<file path="config.mk">
export PLATFORM = sky130hd
export DESIGN_NAME = spare_validity_checker_seq_flat
export DESIGN_NICKNAME = d
export VERILOG_FILES = /design/src/rtl/spare_validity_checker_seq_if.sv /design/src/rtl/spare_validity_checker_seq.sv /design/src/flat_wrapper.sv
export SDC_FILE = /design/constraint.sdc
export NUM_CORES = 1
export LEC_CHECK = 0
export CORE_AREA = 2 2 118 120
export DETAILED_ROUTE_END_ITERATION = 8
export DIE_AREA = 0 0 120 122
export GPL_TIMING_DRIVEN = 0
export RECOVER_POWER = 50
export SKIP_LAST_GASP = 1
export SLEW_MARGIN = 10
export SYNTH_ARGS = -nofsm -noshare
export SYNTH_HDL_FRONTEND = slang
export SYNTH_SLANG_ARGS = --single-unit
</file>
<file path="constraint.sdc">
create_clock -name clk -period 4.1 [get_ports clk]
set_input_delay 0.82 -clock clk [delete_from_list [all_inputs] [get_ports clk]]
set_output_delay 0.82 -clock clk [all_outputs]
set_load 0.01 [all_outputs]
</file>
<file path="src/rtl/spare_validity_checker_seq_if.sv">
// Bus bundle between the repair-solution selector and the spare validity checker.
interface spare_validity_checker_seq_if #(
    parameter int unsigned N_PIVOT = 8,
    parameter int unsigned DSSS_W  = 8,
    parameter int unsigned RLSS_W  = 4
);
    localparam int unsigned CNT_W = $clog2(N_PIVOT + 1);

    logic                   start;
    logic [1:0]             mode;
    logic [DSSS_W-1:0]      DSSS;
    logic [RLSS_W-1:0]      RLSS;
    logic [7:0]             spare_avail;
    logic [2*N_PIVOT-1:0]   bank_addr;
    logic [3*N_PIVOT-1:0]   must_flag;

    logic                   busy;
    logic                   done;
    logic                   signal_valid;
    logic [7:0]             unused_spare;
    logic [N_PIVOT-1:0]     uncover_must_pivot;
    logic [CNT_W-1:0]       uncover_count;

    modport master (
        output start, mode, DSSS, RLSS, spare_avail, bank_addr, must_flag,
        input  busy, done, signal_valid, unused_spare, uncover_must_pivot, uncover_count
    );

    modport slave (
        input  start, mode, DSSS, RLSS, spare_avail, bank_addr, must_flag,
        output busy, done, signal_valid, unused_spare, uncover_must_pivot, uncover_count
    );
endinterface

</file>
<file path="src/rtl/spare_validity_checker_seq.sv">
// Sequential BIRA signal validity check: popcount check, then one must-repair
// pivot per cycle matched (and optionally allocated) against free spares.
module spare_validity_checker_seq #(
    parameter int unsigned N_PIVOT   = 8,
    parameter int unsigned DSSS_W    = 8,
    parameter int unsigned RLSS_W    = 4,
    parameter int unsigned DSSS_ONES = 4,
    parameter int unsigned RLSS_ONES = 2,
    parameter int unsigned CONSUME   = 1
) (
    input logic                         clk,
    input logic                         rst,
    spare_validity_checker_seq_if.slave bus
);
    localparam int unsigned IDX_W = (N_PIVOT > 1) ? $clog2(N_PIVOT) : 1;
    localparam int unsigned CNT_W = $clog2(N_PIVOT + 1);

    typedef enum logic [1:0] {
        S_IDLE,
        S_COUNT,
        S_SCAN,
        S_DONE
    } state_t;

    state_t                     state_q, state_d;
    logic [IDX_W-1:0]           idx_q, idx_d;
    logic [1:0]                 mode_q, mode_d;
    logic [DSSS_W-1:0]          dsss_q, dsss_d;
    logic [RLSS_W-1:0]          rlss_q, rlss_d;
    logic [N_PIVOT-1:0][1:0]    bank_q, bank_d;
    logic [N_PIVOT-1:0][2:0]    flag_q, flag_d;
    logic                       pop_ok_q, pop_ok_d;
    logic                       mode_ok_q, mode_ok_d;
    logic                       busy_q, busy_d;
    logic                       done_q, done_d;
    logic                       valid_q, valid_d;
    logic [7:0]                 unused_q, unused_d;
    logic [N_PIVOT-1:0]         uncover_q, uncover_d;
    logic [CNT_W-1:0]           ucnt_q, ucnt_d;

    logic [2:0]                 cur_flag;
    logic                       cur_bank1;
    logic                       cur_one_hot;
    logic [7:0]                 hits;
    logic [7:0]                 low_bit;

    // Spare-coverage mask for a one-hot must flag; table packed as {row, col, adj}.
    function automatic logic [7:0] spare_mask(input logic [1:0] m, input logic b1,
                                              input logic [2:0] f);
        logic [23:0] tab;
        logic [7:0]  sel;
        case ({m, b1})
            3'b010:  tab = 24'hA0_0A_50;
            3'b011:  tab = 24'h50_05_A0;
            3'b100:  tab = 24'hA0_0B_50;
            3'b101:  tab = 24'h50_07_A0;
            3'b110:  tab = 24'hB0_0B_70;
            3'b111:  tab = 24'h70_07_B0;
            default: tab = 24'h0;
        endcase
        case (f)
            3'b100:  sel = tab[23:16];
            3'b010:  sel = tab[15:8];
            3'b001:  sel = tab[7:0];
            default: sel = 8'h00;
        endcase
        return sel;
    endfunction

    always_comb begin
        state_d     = state_q;
        idx_d       = idx_q;
        mode_d      = mode_q;
        dsss_d      = dsss_q;
        rlss_d      = rlss_q;
        bank_d      = bank_q;
        flag_d      = flag_q;
        pop_ok_d    = pop_ok_q;
        mode_ok_d   = mode_ok_q;
        busy_d      = busy_q;
        done_d      = 1'b0;
        valid_d     = valid_q;
        unused_d    = unused_q;
        uncover_d   = uncover_q;
        ucnt_d      = ucnt_q;

        cur_flag    = flag_q[idx_q];
        cur_bank1   = (bank_q[idx_q] != 2'b01);
        cur_one_hot = (cur_flag == 3'b100) || (cur_flag == 3'b010) || (cur_flag == 3'b001);
        hits        = spare_mask(mode_q, cur_bank1, cur_flag) & unused_q;
        low_bit     = hits & (~hits + 8'd1);

        case (state_q)
            S_IDLE: begin
                if (bus.start) begin
                    state_d   = S_COUNT;
                    idx_d     = '0;
                    mode_d    = bus.mode;
                    dsss_d    = bus.DSSS;
                    rlss_d    = bus.RLSS;
                    bank_d    = bus.bank_addr;
                    flag_d    = bus.must_flag;
                    unused_d  = bus.spare_avail;
                    uncover_d = '0;
                    ucnt_d    = '0;
                    valid_d   = 1'b0;
                    busy_d    = 1'b1;
                end
            end
            S_COUNT: begin
                pop_ok_d  = ($countones(dsss_q) == int'(DSSS_ONES)) &&
                            ($countones(rlss_q) == int'(RLSS_ONES));
                mode_ok_d = (mode_q != 2'd0);
                state_d   = S_SCAN;
            end
            S_SCAN: begin
                // Flagged pivot is uncovered on bad flag, illegal mode or no free spare.
                if (cur_flag != 3'b000) begin
                    if (!cur_one_hot || !mode_ok_q || (hits == 8'h00)) begin
                        uncover_d[idx_q] = 1'b1;
                        ucnt_d           = ucnt_q + CNT_W'(1);
                    end else if (CONSUME != 0) begin
                        unused_d = unused_q & ~low_bit;
                    end
                end
                if (idx_q == IDX_W'(N_PIVOT - 1)) begin
                    state_d = S_DONE;
                    busy_d  = 1'b0;
                    done_d  = 1'b1;
                    valid_d = pop_ok_q && mode_ok_q && (ucnt_d == '0);
                end else begin
                    idx_d = idx_q + IDX_W'(1);
                end
            end
            S_DONE: begin
                state_d = S_IDLE;
            end
            default: state_d = S_IDLE;
        endcase
    end

    always_ff @(posedge clk) begin
        if (rst) begin
            state_q   <= S_IDLE;
            idx_q     <= '0;
            mode_q    <= '0;
            dsss_q    <= '0;
            rlss_q    <= '0;
            bank_q    <= '0;
            flag_q    <= '0;
            pop_ok_q  <= 1'b0;
            mode_ok_q <= 1'b0;
            busy_q    <= 1'b0;
            done_q    <= 1'b0;
            valid_q   <= 1'b0;
            unused_q  <= 8'hFF;
            uncover_q <= '0;
            ucnt_q    <= '0;
        end else begin
            state_q   <= state_d;
            idx_q     <= idx_d;
            mode_q    <= mode_d;
            dsss_q    <= dsss_d;
            rlss_q    <= rlss_d;
            bank_q    <= bank_d;
            flag_q    <= flag_d;
            pop_ok_q  <= pop_ok_d;
            mode_ok_q <= mode_ok_d;
            busy_q    <= busy_d;
            done_q    <= done_d;
            valid_q   <= valid_d;
            unused_q  <= unused_d;
            uncover_q <= uncover_d;
            ucnt_q    <= ucnt_d;
        end
    end

    assign bus.busy               = busy_q;
    assign bus.done               = done_q;
    assign bus.signal_valid       = valid_q;
    assign bus.unused_spare       = unused_q;
    assign bus.uncover_must_pivot = uncover_q;
    assign bus.uncover_count      = ucnt_q;

endmodule
</file>
<file path="src/flat_wrapper.sv">
// flat-port wrapper written by rule: the top's interface ports become plain ports
module spare_validity_checker_seq_flat 
#(
    parameter int unsigned N_PIVOT   = 8,
    parameter int unsigned DSSS_W    = 8,
    parameter int unsigned RLSS_W    = 4,
    parameter int unsigned DSSS_ONES = 4,
    parameter int unsigned RLSS_ONES = 2,
    parameter int unsigned CONSUME   = 1
)
  (clk, rst, bus_start, bus_mode, bus_DSSS, bus_RLSS, bus_spare_avail, bus_bank_addr, bus_must_flag, bus_busy, bus_done, bus_signal_valid, bus_unused_spare, bus_uncover_must_pivot, bus_uncover_count);
  spare_validity_checker_seq_if #(.N_PIVOT(N_PIVOT), .DSSS_W(DSSS_W), .RLSS_W(RLSS_W)) bus_i ();
  input logic clk;
  input logic rst;
  input wire logic [$bits(bus_i.start)-1:0] bus_start;
  input wire logic [$bits(bus_i.mode)-1:0] bus_mode;
  input wire logic [$bits(bus_i.DSSS)-1:0] bus_DSSS;
  input wire logic [$bits(bus_i.RLSS)-1:0] bus_RLSS;
  input wire logic [$bits(bus_i.spare_avail)-1:0] bus_spare_avail;
  input wire logic [$bits(bus_i.bank_addr)-1:0] bus_bank_addr;
  input wire logic [$bits(bus_i.must_flag)-1:0] bus_must_flag;
  output wire logic [$bits(bus_i.busy)-1:0] bus_busy;
  output wire logic [$bits(bus_i.done)-1:0] bus_done;
  output wire logic [$bits(bus_i.signal_valid)-1:0] bus_signal_valid;
  output wire logic [$bits(bus_i.unused_spare)-1:0] bus_unused_spare;
  output wire logic [$bits(bus_i.uncover_must_pivot)-1:0] bus_uncover_must_pivot;
  output wire logic [$bits(bus_i.uncover_count)-1:0] bus_uncover_count;
  assign bus_i.start = bus_start;
  assign bus_i.mode = bus_mode;
  assign bus_i.DSSS = bus_DSSS;
  assign bus_i.RLSS = bus_RLSS;
  assign bus_i.spare_avail = bus_spare_avail;
  assign bus_i.bank_addr = bus_bank_addr;
  assign bus_i.must_flag = bus_must_flag;
  assign bus_busy = bus_i.busy;
  assign bus_done = bus_i.done;
  assign bus_signal_valid = bus_i.signal_valid;
  assign bus_unused_spare = bus_i.unused_spare;
  assign bus_uncover_must_pivot = bus_i.uncover_must_pivot;
  assign bus_uncover_count = bus_i.uncover_count;
  spare_validity_checker_seq #(.N_PIVOT(N_PIVOT), .DSSS_W(DSSS_W), .RLSS_W(RLSS_W), .DSSS_ONES(DSSS_ONES), .RLSS_ONES(RLSS_ONES), .CONSUME(CONSUME)) u_core (.clk(clk), .rst(rst), .bus(bus_i));
endmodule
</file>
==> results by group, run 1 <==
Final layout
  – Final Cell Area: 5545 um^2
  – Ant diodes: 0
  – Final Util: 0.4106
  – Nets: between 600 and 700
  – Syn-to-layout area delta: 32.89%
  – Fraction of layout cells with a size suffix above 1: 0.05220

Synthesis
  – Area leader, netlist: dfxtp_1
  – Top_reg_cell synth: dfxtp_1
  – YS warnings: 0
  – Post-synth net total: 597
  – Post-synthesis cell type count: between 50 and 60
  – Post-synth EDFFs: 0
  – Ys async rst share: 0
  – Yosys top cell area share: 0.4030
  – Area contributors post-synth: dfxtp_1, nand2_1, a21oi_1
  – Cell count after synthesis: 511
  – Seq cells post-synth: 84
  – Top cells by count, synth: nand2_1, dfxtp_1, a21oi_1
  – Syn_area_per_cell: 8.166 um^2
  – Most common cell in the netlist: nand2_1
  – Post-synthesis sequential area ratio: 0.4030
  – Cell area after synthesis: 4173 um^2

Timing
  – Tightest Pin Transition: 0.7207 ns
  – Tcrit/Tclk final: 0.8170
  – Setup Viol. Count Final: 0
  – Final Skew: around 0.0096 ns
  – RSZ-0062 raised after global routing: no
  – Achievable Freq: 298.5 MHz
  – Min Tclk post-route: 3.350 ns
  – Setup tns final: 0 ns
  – Final Hold Fails: 0
  – Max Slew Vio Count: 0
  – Max_slew headroom: 0.5177

Drt
  – Via density per instance: 4.897
  – Initial drt markers: about 200
  – Via Count: 3883
  – Final wirelength: 11290 um
  – Drt wl/cell: 14.24 um
  – DRT Pass-1 Iters: 4
  – Number of remaining DRC errors: 0
  – Number of nets with antenna violations after routing: 0

Run status
  – Status: complete, no violations

Critical path
  – CP Max Fanout: 10
  – Startpoint types: flip-flop
  – R2r endpoint: u_core.bus.uncover_must_pivot[6]
  – R2r worst-path depth: 10
  – WP data required: 4.32 ns
  – Critical path class: flip-flop to flip-flop
  – Worst Path Arrival: 3.57 ns
  – CP endpoint kind: flip-flop
  – Reg2reg setup slack: 0.75 ns
  – Origin of the critical flop-to-flop path: u_core.idx_q[2]

CTS
  – Post-CTS Setup Repair Bufs: 0
  – CTS H-tree depth: 3
  – CTS root buf: clkbuf_16
  – Worst-path clk slew: 0.06 ns
  – # hold bufs at CTS: 0
  – Count of clock tree sinks: between 80 and 90
  – Max clock buf depth: 2
  – Worst-skew pair later-pin latency: 0.35 ns
  – TritonCTS clock tree: done
  – CTS buffer count: 9
  – Cts repair resizes: 0

Floorplan
  – Core ar.: 13500 um^2
  – Starting density of the core: 0.3090
  – Die Width: approximately 120 um
  – I/O pin count: a little under 90
  – Die H: 122 um
  – Die Footprint: 14640 um^2
  – Row cnt: between 40 and 50

Place
  – RePlAce Congestion: 0.8318
  – Post-DP HPWL: 8719 um
  – Area after DPL: 5269 um^2
  – IO buf count: 87

Hold path
  – Worst Hold Depth: 2
  – Worst Hold Launch: u_core.bus.uncover_must_pivot[1]
  – WHS Endpoint: u_core.bus.uncover_must_pivot[1]
  – Hold Crit Class: flip-flop to flip-flop

Power
  – Static Leak: about 0.0021 uW
  – Clk pwr share: 0.255
  – Pwr dens: ~540 nW/um^2
  – Sequential Power Share: 0.360
  – Comb pwr share: 0.385
  – Switch share: 0.3791
  – Net switching power: approximately 1100 uW
  – Internal power: between 1500 and 2000 uW
  – VDD IR-drop max: 202.2 uV

Global route
  – GR Overflow Total: 0
  – Pin count of the biggest net entering global routing: 15
  – Number of global-route vias before repair: 3770
  – Global-route wire length before repair: 18460 um
  – Global Route Usage Sum: 0.1607
  – Antenna violations before repair: 0

Job
  – Max Cap Viol: 0
## registers in the layout, indices dropped and copies added, names as in the netlist, 2 cells and up
name	flops
u_core.bank_q	16
u_core.bus.uncover_must_pivot	8
u_core.bus.unused_spare	8
u_core.dsss_q	8
u_core.mode_q	2
u_core.bus.uncover_count	4
u_core.state_q	2
u_core.idx_q	3
u_core.rlss_q	4
u_core.flag_q	24
## power groups by stage
| stage | logic, uW | registers (uW) | clock network, uW |
|---|---|---|---|
| CTS | 1170 | 1080 | 778 |
| global placement | 1130 | 1090 | 0 |
| finish | 1150 | 1080 | 764 |
| global route | 1310 | 1100 | 813 |
| detailed placement | 1160 | 1100 | 0 |
| floorplan | 773 | 1080 | 0 |
## final cells by class
class,instances,area [um^2]
clock buffer,11,242.7
timing repair buffer,87,870.8
fill,1362,7959
tap,180,225.2
inverter,19,71.32
clock inverter,4,33.78
buffer,30,130.1
sequential,84,1682
multi-input combinational,378,2290
## worst max path at each step
stage                               start                                to  depth (start not counted)
after floorplan           u_core.idx_q[0]           u_core.bus.signal_valid                         11
after global placement    u_core.idx_q[0]  u_core.bus.uncover_must_pivot[7]                         11
after detailed placement  u_core.idx_q[2]  u_core.bus.uncover_must_pivot[7]                         10
after CTS                 u_core.idx_q[2]  u_core.bus.uncover_must_pivot[7]                         10
after global routing      u_core.idx_q[2]  u_core.bus.uncover_must_pivot[7]                         10
final                     u_core.idx_q[2]  u_core.bus.uncover_must_pivot[6]                         10
## metrics by stage
| stage | power, uW | instances | hold WS, ns | setup WS (ns) |
|---|---|---|---|---|
| 6_report | 2992 | 793 | 0.4503 | 0.7504 |
| 5_1_grt | 3216 | 793 | 0.4769 | 0.4526 |
| 4_1_cts | 3024 | 793 | 0.4529 | 0.7357 |
| 3_5_place_dp | 2254 | 778 | 0.4438 | 0.7587 |
| 3_3_place_gp | 2216 | 778 | 0.4336 | 0.8478 |
| 2_1_floorplan | 1853 | 511 | 0.4315 | 1.260 |
## placed cells by master, fill, tap and decap left out, types with 4 or more instances in the layout
cell type,count
clkdlybuf4s50_1,62
a22oi_1,4
inv_1,19
a31oi_1,8
ha_1,16
nand2_1,136
nor2b_1,11
fa_1,5
mux2i_1,5
nand2b_1,9
clkbuf_16,9
nand3_1,10
buf_1,4
nor2_1,16
o21ai_0,24
a21oi_1,73
nor3_1,4
dfxtp_1,84
clkbuf_1,23
dlygate4sd3_1,25
o31ai_1,4
## per-layer routing
metal / vias to the layer above / global-route usage / part of all wire
li1: 1969 / - / -
met5: - / 0 / 0
met2: 101 / 0.2670 / 0.46
met3: 19 / 0.03230 / 0.042
met4: 0 / 0.06397 / 0.017
met1: 1794 / 0.2049 / 0.48
## critical path: stages (launching register included)
cell	delay, ns
dfxtp_1	0.34
clkbuf_1	0.38
buf_1	0.50
mux2i_4	0.45
mux2i_1	0.30
a22oi_1	0.16
a211oi_2	0.32
nor2_1	0.12
buf_6	0.17
o2111ai_1	0.35
o21ai_0	0.13
## kinds of logic (layout without fill, tap and decap cells)
family,after synthesis,count (layout),synth area share
flip-flops,84,84,0.4030
AO/OA/AOI/OAI,140,140,0.2027
AND/OR/NAND/NOR,202,202,0.2126
adder cells (fa/ha/maj),21,21,0.07196
multiplexers,15,15,0.06147
buffers and inverters,49,151,0.04828
(Power assumes the default switching activity.)
==> run 2: changes to the inputs <==
- clock period: 4.1 -> 3.3 ns (I/O delays scaled with it)
==> run 2 against run 1 <==
Net effect:
- count of clock-buffer cells in the layout unchanged
- register-to-register slack got worse by 0.66 ns
- worst setup slack got worse by 0.66 ns
- via count increased by 0.23%
- clock power increased by 24%
- routed wire length increased by 1.1%
- global-route usage about the same
- fmax increased by 4.3%
- non-clock buffer count increased by 3
- worst hold slack got worse by 0.0025 ns
- die area unchanged
- sequential share of layout area decreased by 0.38 points
- critical endpoint is now u_core.bus.signal_valid
- largest power group unchanged
==> results by group, run 2 (same netlist as run 1, synthesis figures left out) <==
Global route
  – Global Route Usage Sum: 0.1608
  – Number of global-route vias before repair: 3771
  – Antenna violations before repair: 0
  – GR Overflow Total: 0
  – Pin count of the biggest net entering global routing: 15
  – Global-route wire length before repair: 18480 um

Timing
  – Tcrit/Tclk final: 0.9729
  – RSZ-0062 raised after global routing: yes
  – Setup tns final: 0 ns
  – Min Tclk post-route: ~3.2 ns
  – Achievable Freq: a little over 300 MHz
  – Final Hold Fails: 0
  – Final Skew: 0.01042 ns
  – Max_slew headroom: 0.4263
  – Max Slew Vio Count: 0
  – Tightest Pin Transition: 0.8516 ns
  – Setup Viol. Count Final: 0

Final layout
  – Nets: 698
  – Largest Register: u_core.flag_q
  – Commonest cells after routing, fill and taps aside: nand2_1, dfxtp_1, a21oi_1
  – Final Util: 0.4162
  – Fin cells: about 800
  – Fraction of layout cells with a size suffix above 1: 0.06656
  – Largest register FFs: 24
  – Commonest non-fill, non-tap cell in the layout: nand2_1
  – Regs by FF count: u_core.flag_q: 24 flops, u_core.bank_q: 16 flops
  – Final Cell Area: 5620 um^2
  – Syn-to-layout area delta: 34.69%
  – Ant diodes: 0

Place
  – Area after DPL: 5269 um^2
  – Post-DP HPWL: 8719 um
  – RePlAce Congestion: 0.8318
  – Placed cell count: 778
  – IO buf count: 87

Critical path
  – Origin of the critical flop-to-flop path: u_core.idx_q[0]
  – Worst Setup SP: u_core.idx_q[0]
  – CP endpoint kind: flip-flop
  – Startpoint types: flip-flop
  – Buffers & Inverters on Critical Path: 2
  – Cell family with most CP delay: compound AO/OA/AOI/OAI gates
  – CP Max Fanout: 10
  – R2r endpoint: u_core.bus.signal_valid
  – Critical-path top delay cell: mux4_2
  – Worst Path Arrival: between 3 and 4 ns
  – WP data required: 3.57 ns
  – R2r worst-path depth: 11
  – Crit path capture: u_core.bus.signal_valid
  – Critical path class: flip-flop to flip-flop
  – Slowest Stage Delay on Critical Path: between 0.5 and 0.6 ns
  – Cell repeated most along the worst path: buf_6
  – Reg2reg setup slack: approximately 0.089 ns
  – Crit-path cells: buf_6 -> mux4_2 -> mux2_4 -> a31o_4 -> o22a_1 -> a2bb2oi_4 -> a211oi_2 -> nor2_1 -> buf_6 -> a211o_1 -> a31oi_1
  – Crit path depth: 11

Floorplan
  – Starting density of the core: 0.3090
  – Row cnt: 43
  – Die H: 122 um
  – Core ar.: around 14000 um^2
  – Die Width: ~120 um
  – Die Footprint: between 10000 and 15000 um^2
  – I/O pin count: 88

Power
  – Clk pwr share: 0.252
  – Switch share: 0.3816
  – Pwr dens: 671.6 nW/um^2
  – Static Leak: between 0.002 and 0.0025 uW
  – Total chip power: between 3000 and 4000 uW
  – VDD IR-drop max: 251.6 uV
  – Sequential Power Share: 0.355
  – Net switching power: 1441 uW
  – Internal power: 2334 uW
  – Comb pwr share: 0.393

CTS
  – TritonCTS clock tree: done
  – Worst-path clk slew: approximately 0.060 ns
  – CTS root buf: clkbuf_16
  – CTS H-tree depth: 3
  – Worst-skew pair later-pin latency: 0.35 ns
  – Max clock buf depth: 2
  – Count of clock tree sinks: 84
  – CTS buffer count: 9

Job
  – Max Cap Viol: 0

Drt
  – DRT Pass-1 Iters: 5
  – Final wirelength: approximately 11000 um
  – Drt wl/cell: 14.34 um
  – Number of remaining DRC errors: 0
  – Initial drt markers: 169
  – Number of nets with antenna violations after routing: 0
  – Via density per instance: 4.889
  – Via Count: approximately 3900

Hold path
  – Hold Crit Class: flip-flop to flip-flop

Run status
  – Status: complete, no violations
-- run 2: final cells by class --
| class | instances | area (um^2) |
|---|---|---|
| tap | 180 | 225.2 |
| sequential | 84 | 1683 |
| timing repair buffer | 90 | 893.4 |
| inverter | 19 | 71.32 |
| multi-input combinational | 378 | 2336 |
| fill | 1364 | 7884 |
| clock inverter | 4 | 33.78 |
| clock buffer | 11 | 242.7 |
| buffer | 30 | 135.1 |
-- run 2: worst min-delay path by stage --
stage / start / to / cells past startpoint
after floorplan: u_core.flag_q[15] / u_core.flag_q[15] / 2
after global placement: u_core.bus.uncover_must_pivot[4] / u_core.bus.uncover_must_pivot[4] / 2
after detailed placement: u_core.flag_q[12] / u_core.flag_q[12] / 2
after CTS: u_core.flag_q[12] / u_core.flag_q[12] / 2
after global routing: u_core.bank_q[8] / u_core.bank_q[8] / 2
final: u_core.bus.uncover_must_pivot[3] / u_core.bus.uncover_must_pivot[3] / 2
-- run 2: per-layer routing --
layer / track usage / share of wire / wire [um]
met1: 0.2052 / 0.47 / 5333
met2: 0.2670 / 0.47 / 5358
met3: 0.03230 / 0.047 / 537
met4: 0.06397 / 0.016 / 187
met5: 0 / 0 / 0
-- run 2: power by group through the flow --
stage	Sequential (uW)	Clock [uW]	Combinational, uW
3_3_place_gp	1350	0	1410
6_report	1340	950	1480
4_1_cts	1340	966	1460
5_1_grt	1360	1010	1680
3_5_place_dp	1360	0	1440
2_1_floorplan	1340	0	960
-- run 2: metrics by stage --
step,setup slack [ns],hold slack (ns)
6_report,0.08943,0.4477
5_1_grt,-0.01294,0.4769
4_1_cts,0.01231,0.4529
3_5_place_dp,-0.04126,0.4438
3_3_place_gp,0.04778,0.4336
2_1_floorplan,0.4603,0.4315
-- run 2: worst register-to-register path, cell delays in order (launching register included) --
cell       delay (ns)
dfxtp_2          0.38
buf_6            0.19
mux4_2           0.53
mux2_4           0.32
a31o_4           0.25
o22a_1           0.22
a2bb2oi_4        0.20
a211oi_2         0.32
nor2_1           0.12
buf_6            0.18
a211o_1          0.29
a31oi_1          0.15
-- run 2: repair_timing --
item | 4_1_cts | 5_1_grt
cloned | 0 | 0
buffers inserted | 0 | 3
setup endpoints to repair | 8 | 11
resized for setup | 2 | 9
pin swaps | 0 | 3
endpoints found under the hold margin | 0 | 0
hold buffers | 0 | 0
==> run 3: changes to the inputs <==
- GPL_ROUTABILITY_DRIVEN: not set -> 0
==> results of run 3 <==
Same layout as run 2: the final DEF is identical, and so are final timing and power.
